===== src/rtl/mem_ctrl.sv =====
// mem_ctrl: single-outstanding CPU-to-RAM controller.
// A request is taken only in IDLE. A read pulses readMem for one cycle and then waits
// for memDataReady, giving up after TIMEOUT cycles. A write pulses wren for one cycle.
// Every operation ends with a single RESP cycle, in which cpu_done is 1.
//
// Handshake: cpu_req is a valid strobe. The block is ready to take it only while
// cpu_busy=0. A request seen while busy is dropped: it is not queued and has no side
// effect. cpu_rdata and cpu_err are valid only while cpu_done=1.
// All outputs come straight from flops. Each one is computed from the next state, so it
// lines up with the state register.
module mem_ctrl #(
    parameter int TIMEOUT = 8
) (
    input  logic        clk,
    input  logic        rst,
    input  logic        cpu_req,
    input  logic        cpu_we,
    input  logic [15:0] cpu_addr,
    input  logic [15:0] cpu_wdata,
    output logic [15:0] cpu_rdata,
    output logic        cpu_done,
    output logic        cpu_err,
    output logic        cpu_busy,
    output logic        readMem,
    output logic [15:0] address,
    output logic [15:0] data,
    output logic        wren,
    input  logic [15:0] mem_q,
    input  logic        memDataReady,
    output logic [2:0]  dbg_state
);

    typedef enum logic [2:0] {
        IDLE     = 3'd0,
        RD_ISSUE = 3'd1,
        RD_WAIT  = 3'd2,
        WR       = 3'd3,
        RESP     = 3'd4
    } state_t;

    state_t      state, state_n;
    logic [7:0]  cnt, cnt_n;
    logic [15:0] address_n, data_n, rdata_n;
    logic        err_n;

    assign dbg_state = state;

    // Next-state logic, timeout counting and the next values of the data registers.
    always_comb begin
        state_n   = state;
        cnt_n     = cnt;
        address_n = address;
        data_n    = data;
        rdata_n   = cpu_rdata;
        err_n     = 1'b0;
        case (state)
            IDLE: begin
                if (cpu_req) begin
                    address_n = cpu_addr;
                    if (cpu_we) begin
                        data_n  = cpu_wdata;
                        state_n = WR;
                    end else begin
                        state_n = RD_ISSUE;
                    end
                end
            end
            RD_ISSUE: begin
                state_n = RD_WAIT;
                cnt_n   = 8'd1;
            end
            RD_WAIT: begin
                // If data and the timeout arrive in the same cycle, the data is used.
                if (memDataReady) begin
                    rdata_n = mem_q;
                    state_n = RESP;
                end else if (cnt == 8'(TIMEOUT)) begin
                    rdata_n = 16'h0000;
                    err_n   = 1'b1;
                    state_n = RESP;
                end else begin
                    cnt_n = cnt + 8'd1;
                end
            end
            WR: begin
                state_n = RESP;
            end
            RESP: begin
                state_n = IDLE;
                cnt_n   = 8'd0;
            end
            default: begin
                state_n = IDLE;
                cnt_n   = 8'd0;
            end
        endcase
    end

    // State register plus the registered outputs. Reset clears everything.
    always_ff @(posedge clk) begin
        if (rst) begin
            state     <= IDLE;
            cnt       <= 8'd0;
            address   <= 16'h0000;
            data      <= 16'h0000;
            cpu_rdata <= 16'h0000;
            cpu_err   <= 1'b0;
            cpu_done  <= 1'b0;
            cpu_busy  <= 1'b0;
            readMem   <= 1'b0;
            wren      <= 1'b0;
        end else begin
            state     <= state_n;
            cnt       <= cnt_n;
            address   <= address_n;
            data      <= data_n;
            cpu_rdata <= rdata_n;
            cpu_err   <= err_n;
            cpu_done  <= (state_n == RESP);
            cpu_busy  <= (state_n != IDLE);
            readMem   <= (state_n == RD_ISSUE);
            wren      <= (state_n == WR);
        end
    end

endmodule


===== config.mk =====
export PLATFORM = sky130hd
export DESIGN_NAME = mem_ctrl
export DESIGN_NICKNAME = d
export VERILOG_FILES = /design/src/rtl/mem_ctrl.sv
export SDC_FILE = /design/constraint.sdc
export NUM_CORES = 1
export LEC_CHECK = 0
export CORE_ASPECT_RATIO = 1.4
export CORE_MARGIN = 5
export CORE_UTILIZATION = 37
export DETAILED_ROUTE_END_ITERATION = 8
export MAX_ROUTING_LAYER = met4
export PLACE_DENSITY = 0.74
export SYNTH_ARGS = -nofsm -noshare
export SYNTH_HDL_FRONTEND = slang
export SYNTH_SLANG_ARGS = --single-unit

===== constraint.sdc =====
create_clock -name clk -period 1.9 [get_ports clk]
set_clock_uncertainty 0.1 [all_clocks]
set_input_delay 0.38 -clock clk [delete_from_list [all_inputs] [get_ports clk]]
set_output_delay 0.38 -clock clk [all_outputs]
set_load 0.02 [all_outputs]

# After elaboration in Yosys (flattened, before gate mapping)
# Index checks and enable logic that the tools add are counted.
[totals]
output_inout_bits = 56
inputBits = 53
mem_bits_ro = 0
reg_bits = 64
mem_bits_rw = 0
n_memories = 0
latch_bits = 0
[classes]
addsub = 1
bitwise_logic = 2
div_mod_pow = 0
order_cmp = 0
n_mux = 11
mul = 0
shift = 0
n_eq_ne = 9
reduce_logical = 9
[op_table]
columns = ["operator", "n"]
rows = [
  ["16-bit two-way mux", 2],
  ["8-bit case mux with 3 select lines", 1],
  ["8-bit two-way mux", 2],
  ["3-bit case mux with 4 select lines", 1],
  ["3-bit by 2-bit == test with 1-bit output (second input constant)", 3],
  ["3-bit two-way mux", 3],
  ["8-bit by 1-bit adder with 8-bit output (second input constant)", 1],
  ["8-bit by 4-bit == test with 1-bit output (second input constant)", 1],
  ["3-bit by 1-bit == test with 1-bit output (second input constant)", 2],
  ["3-bit AND reduction", 2],
  ["2-bit inequality test (second input constant)", 2],
  ["2-bit AND reduction", 2],
  ["3-bit == test (second input constant)", 1],
  ["3-bit zero test", 1],
  ["3-bit nonzero test", 1],
  ["3-bit OR reduction", 1],
  ["2-bit two-way mux", 1],
  ["1-bit NOT", 2],
  ["2-bit nonzero test", 1],
  ["2-bit OR reduction", 1],
  ["1-bit two-way mux", 1],
]

# Depth between registers and ports, before layout
[logic_depth]
ltp_word = 5
depth_mapped = 7
ltp_nobuf = 6

# Worst setup path after synthesis
# No wires, ideal clock.
[synth_timing]
kind = "flip-flop to flip-flop"
startpoint = "register cnt[0]"
endpoint = "register cnt[0]"
n_path_buf = 1
arrival_ns = 1.568
path_stages_with_launch = 8
required_ns = 1.697
setup_slack_ns = 0.129
synth_period_minus_slack_ns = 1.771
cell_sequence = "dfxtp_1 -> inv_1 -> ha_1 -> nor4b_2 -> a21oi_1 -> clkbuf_1 -> a211oi_1 -> a2111oi_2"
[synth_between]
elab_chain_cells = 4
word_cells_on_any_way = 7
[synth_rtl]
columns = ["item", "line_no", "rtl"]
rows = [
  ["start, declared", "42", "logic [7:0] cnt, cnt_n;"],
  ["start signal, assigned", "114", "cnt <= cnt_n;"],
  ["8-bit by 1-bit adder with 8-bit output", "82", "cnt_n = cnt + 8'd1;"],
  ["8-bit two-way mux", "77", "end else if (cnt == 8'(TIMEOUT)) begin"],
  ["8-bit two-way mux", "74", "if (memDataReady) begin"],
  ["8-bit case mux with 3 select lines", "56", "case (state)"],
]
# Parallel ways exist; a longest one is shown, timed or not. The select of a mux whose other input is x is not followed.
# A chain may end at the register's enable or synchronous reset.

# Worst setup path after layout
[layout_timing]
startpoint = "register state[2], in the netlist dbg_state[2]"
endpoint = "output port dbg_state[2]"
[layout_lines]
columns = ["item", "line_no", "rtl"]
rows = [
  ["start, declared", "41", "state_t state, state_n;"],
  ["start signal, assigned", "113", "state <= state_n;"],
  ["end, declared", "30", "output logic [2:0] dbg_state"],
]
# No word-level cell between the ends.

==> results <==
-- registers in the layout (all words and copies together), names as in the netlist --
signal	count
address	16
cnt	8
cpu_busy	1
cpu_done	1
cpu_err	1
cpu_rdata	16
data	16
dbg_state	3
readMem	1
wren	1
-- layout make-up --
cell class	count	area share, %
clock inverter	3	0.451
clock buffer	12	4.00
tap	74	2.39
multi-input combinational	209	27.7
timing repair buffer	126	32.1
sequential	64	33.0
inverter	3	0.290
-- Yosys cell counts (2+ instances only) --
master	count	area [µm²]
sky130_fd_sc_hd__nand2_1	88	330
sky130_fd_sc_hd__dfxtp_1	64	1280
sky130_fd_sc_hd__a21oi_1	56	280
sky130_fd_sc_hd__o21ai_0	20	100
sky130_fd_sc_hd__clkbuf_1	8	30.0
sky130_fd_sc_hd__nor2_1	8	30.0
sky130_fd_sc_hd__buf_2	5	25.0
sky130_fd_sc_hd__buf_6	5	56.3
sky130_fd_sc_hd__and2_1	4	25.0
sky130_fd_sc_hd__nand3_1	4	20.0
sky130_fd_sc_hd__nor3_1	4	20.0
sky130_fd_sc_hd__inv_1	3	11.3
sky130_fd_sc_hd__or3_1	3	18.8
sky130_fd_sc_hd__ha_1	2	25.0
sky130_fd_sc_hd__nor3b_1	2	15.0
sky130_fd_sc_hd__xor2_1	2	17.5
-- through the flow --
stage          TNS, ns  std cells  hold WS (ns)  power (W)
3_3_place_gp         0        475         0.341    0.00206
4_1_cts              0        490         0.261    0.00310
2_1_floorplan        0        296         0.356    0.00175
6_report             0        491         0.286    0.00306
5_1_grt              0        491         0.305    0.00321
3_5_place_dp   -0.0926        475         0.346    0.00206
-- cell families after synthesis --
| kind of cell | Yosys count | share of synthesized area (%) |
|---|---|---|
| compound gates | 82 | 17.8 |
| xor+xnor | 3 | 1.06 |
| mux | 1 | 0.404 |
| simple gates | 121 | 22.5 |
| buf+inv | 23 | 5.46 |
| fa+ha+maj | 2 | 1.01 |
| flops | 64 | 51.8 |
-- layer usage --
metal | share of wire, % | vias up | routed length [µm] | global-route usage (%)
met2 | 51 | 67 | 3460 | 27.3
li1 | - | 1221 | - | -
met4 | 2.5 | 0 | 167 | 7.99
met5 | 0 | - | 0 | -
met3 | 6.3 | 13 | 426 | 5.04
met1 | 40 | 1091 | 2740 | 18.7
-- repair_timing --
action	4_1_cts	5_1_grt
endpoints found under the setup margin	2	7
setup buffers	0	1
endpoints found under the hold margin	0	0
resized for setup	2	3
-- worst min path at each step --
stage / startpoint / end / depth (start not counted)
floorplan: memDataReady / cpu_err / 1
global placement: data[3] / data[3] / 2
detailed placement: data[3] / data[3] / 2
CTS: rst / cpu_busy / 3
global route: rst / cpu_busy / 3
finish: rst / cpu_busy / 3
-- power groups by stage --
stage | clock, W | combinational [W] | sequential, W
floorplan | 0 | 0.000202 | 0.00155
detailed placement | 0 | 0.000588 | 0.00148
global placement | 0 | 0.000584 | 0.00147
finish | 0.00102 | 0.000589 | 0.00145
CTS | 0.00106 | 0.000588 | 0.00145
global route | 0.00112 | 0.000636 | 0.00146
-- worst register-to-register path: stages (launching register included) --
cell and delay [ns]:
sky130_fd_sc_hd__dfxtp_1 0.35, sky130_fd_sc_hd__inv_1 0.07, sky130_fd_sc_hd__ha_1 0.15, sky130_fd_sc_hd__nor4b_4 0.27
sky130_fd_sc_hd__nand2_1 0.15, sky130_fd_sc_hd__a22o_1 0.21, sky130_fd_sc_hd__a2111oi_2 0.34
==> flow_summary_export.csv <==
group,metric,value,unit
run_status,outcome,"completed",
setup_path,critical_path_source_type,"flip-flop",
logic_synthesis,postSynth.topFlopCell,"sky130_fd_sc_hd__dfxtp_1",
floorplan,chipWidth,79.1,µm
drt,routed-via-count,2392,
timing,setup_ws,0.118,ns
placed_design,dpl-instance-area,3680,µm²
logic_synthesis,synthCells,296,
setup_path,timing.setup.critical_path_class,"reg2out",
setup_path,launching_point_of_the_worst_reg2reg_path,"cnt[1]",
cts,cts.clk_slew.worst_paths,0.07,ns
drt,drtPass1Iterations,4,
placed_design,place.port_buffers,108,
setup_path,cp_num_cells,1,
logic_synthesis,postSynthRegisterBits,64,
setup_path,crit_end,"dbg_state[2]",
cts,worst_skew_pair.late_latency,0.33,ns
cts,clock_tree.htree_level_count,3,
setup_path,arrival,1.30,ns
setup_path,crit_fanout,3,
logic_synthesis,post_synth_num_cell_types,34,
cts,clock_sinks,64,
setup_path,timing.critical_path.required,1.42,ns
power,p_sw,0.000812,W
power,total_leakage_power,1.41,nW
cts,tritoncts,"yes",
cells_and_area,layout_commonest_cell,"sky130_fd_sc_hd__clkdlybuf4s50_1",
drt,wl,6790,µm
grt,grt_max_degree,56,
setup_path,worst_flop_to_flop_path_endpoint,"cnt[0]",
timing,setup_viol_count_final,0,
logic_synthesis,netlist_area,2470,µm²
cts,cts_max_path_buffers,2,
timing,maxSlewHeadroom,64.9,%
floorplan,placement_rows,35,
cts,cts_hold_buffers_added,0,
logic_synthesis,synth_area_per_cell,8.36,µm²
placed_design,gp_routability_congestion,0.889,
logic_synthesis,post_syn_nets,351,
drt,avgRoutedWirePerCell,13.8,µm
cells_and_area,multi_input_comb_area,1080,µm²
cells_and_area,fill_cells,606,
power,power.switching_fraction,26.5,%
power,max-vdd-ir-drop,544,µV
grt,grt_pass1_vias,2294,
placed_design,dp_worst_setup_slack,-0.0320,ns
grt,globalRouteTotalUtil,16.8,%
power,seq_power_share,47.2,%
cells_and_area,syn_to_final_growth,56.8,%
setup_path,cpPeakStageDelay,0.62,ns
cells_and_area,finalCoreUtilization,59.1,%
power,areal_power_density_over_the_cells,789,nW/µm²
grt,global_route_wire_length_before_repair,10800,µm
power,gate_power_share,19.3,%
setup_path,cp_buf_inv_count,1,
power,clockPowerShare,33.5,%
power,internal_power,0.00225,W
logic_synthesis,proportion_of_register_bits_with_asynchronous_set_or_reset_after_synthesis,0,%
floorplan,fp.coreArea,6570,µm²
floorplan,top_level_ports,109,
setup_path,ff2ff_setup_slack,0.17,ns
timing,timing.fmax,561,MHz
setup_path,worstSetupStartpoint,"dbg_state[2]",
worst_hold_path,min-delay-path-class,"in2reg",
cells_and_area,final_net_count,468,
grt,grt_antenna_before_repair,0,
logic_synthesis,synth_enable_flop_cells,0,
drt,viasPerCell,4.87,
setup_path,critical_path.cell_chain,"clkdlybuf4s50_1",
timing,unrepaired_setup_endpoints_after_global_routing,"false",
cts,numCtsBuffers,9,
setup_path,critical_path.top_delay_family,"buffers and inverters",
drt,antenna_violating_nets_post_route,0,
floorplan,start_util,37.7,%
cts,clock_tree.root_cell,"sky130_fd_sc_hd__clkbuf_8",
drt,first_iter_violations,142,
run,maxCapViolCount,0,
cells_and_area,layout.area.seq,1280,µm²
setup_path,crit_path_top_delay_cell,"sky130_fd_sc_hd__clkdlybuf4s50_1",
floorplan,die-area,8450,µm²
grt,overflow,0,
floorplan,die_height,107,µm
timing,period_share,93.8,%
logic_synthesis,synth_sequential_area_ratio,51.8,%
cells_and_area,antennaDiodeCount,0,
setup_path,depth_of_the_worst_register_to_register_path,6,
timing,actual_slew_at_the_worst_max_slew_pin,0.526,ns
timing,final_max_tran_viols,0,
timing,finalCriticalPeriod,1.78,ns
cells_and_area,mostFrequentLayoutCells,"sky130_fd_sc_hd__clkdlybuf4s50_1 (105), sky130_fd_sc_hd__nand2_1 (88), sky130_fd_sc_hd__dfxtp_1 (64)",
timing,hold_violations,0,
setup_path,timing.critical_path.to_type,"output pin",
cells_and_area,layout_cells_sized_above_1,9.83,%
drt,drt_drc_violations_left,0,
placed_design,dp_hpwl,4930,µm
logic_synthesis,yosysWarningCount,0,
cells_and_area,finish.instance_area,3880,µm²
Note: power is estimated with default switching activity, not from simulation.
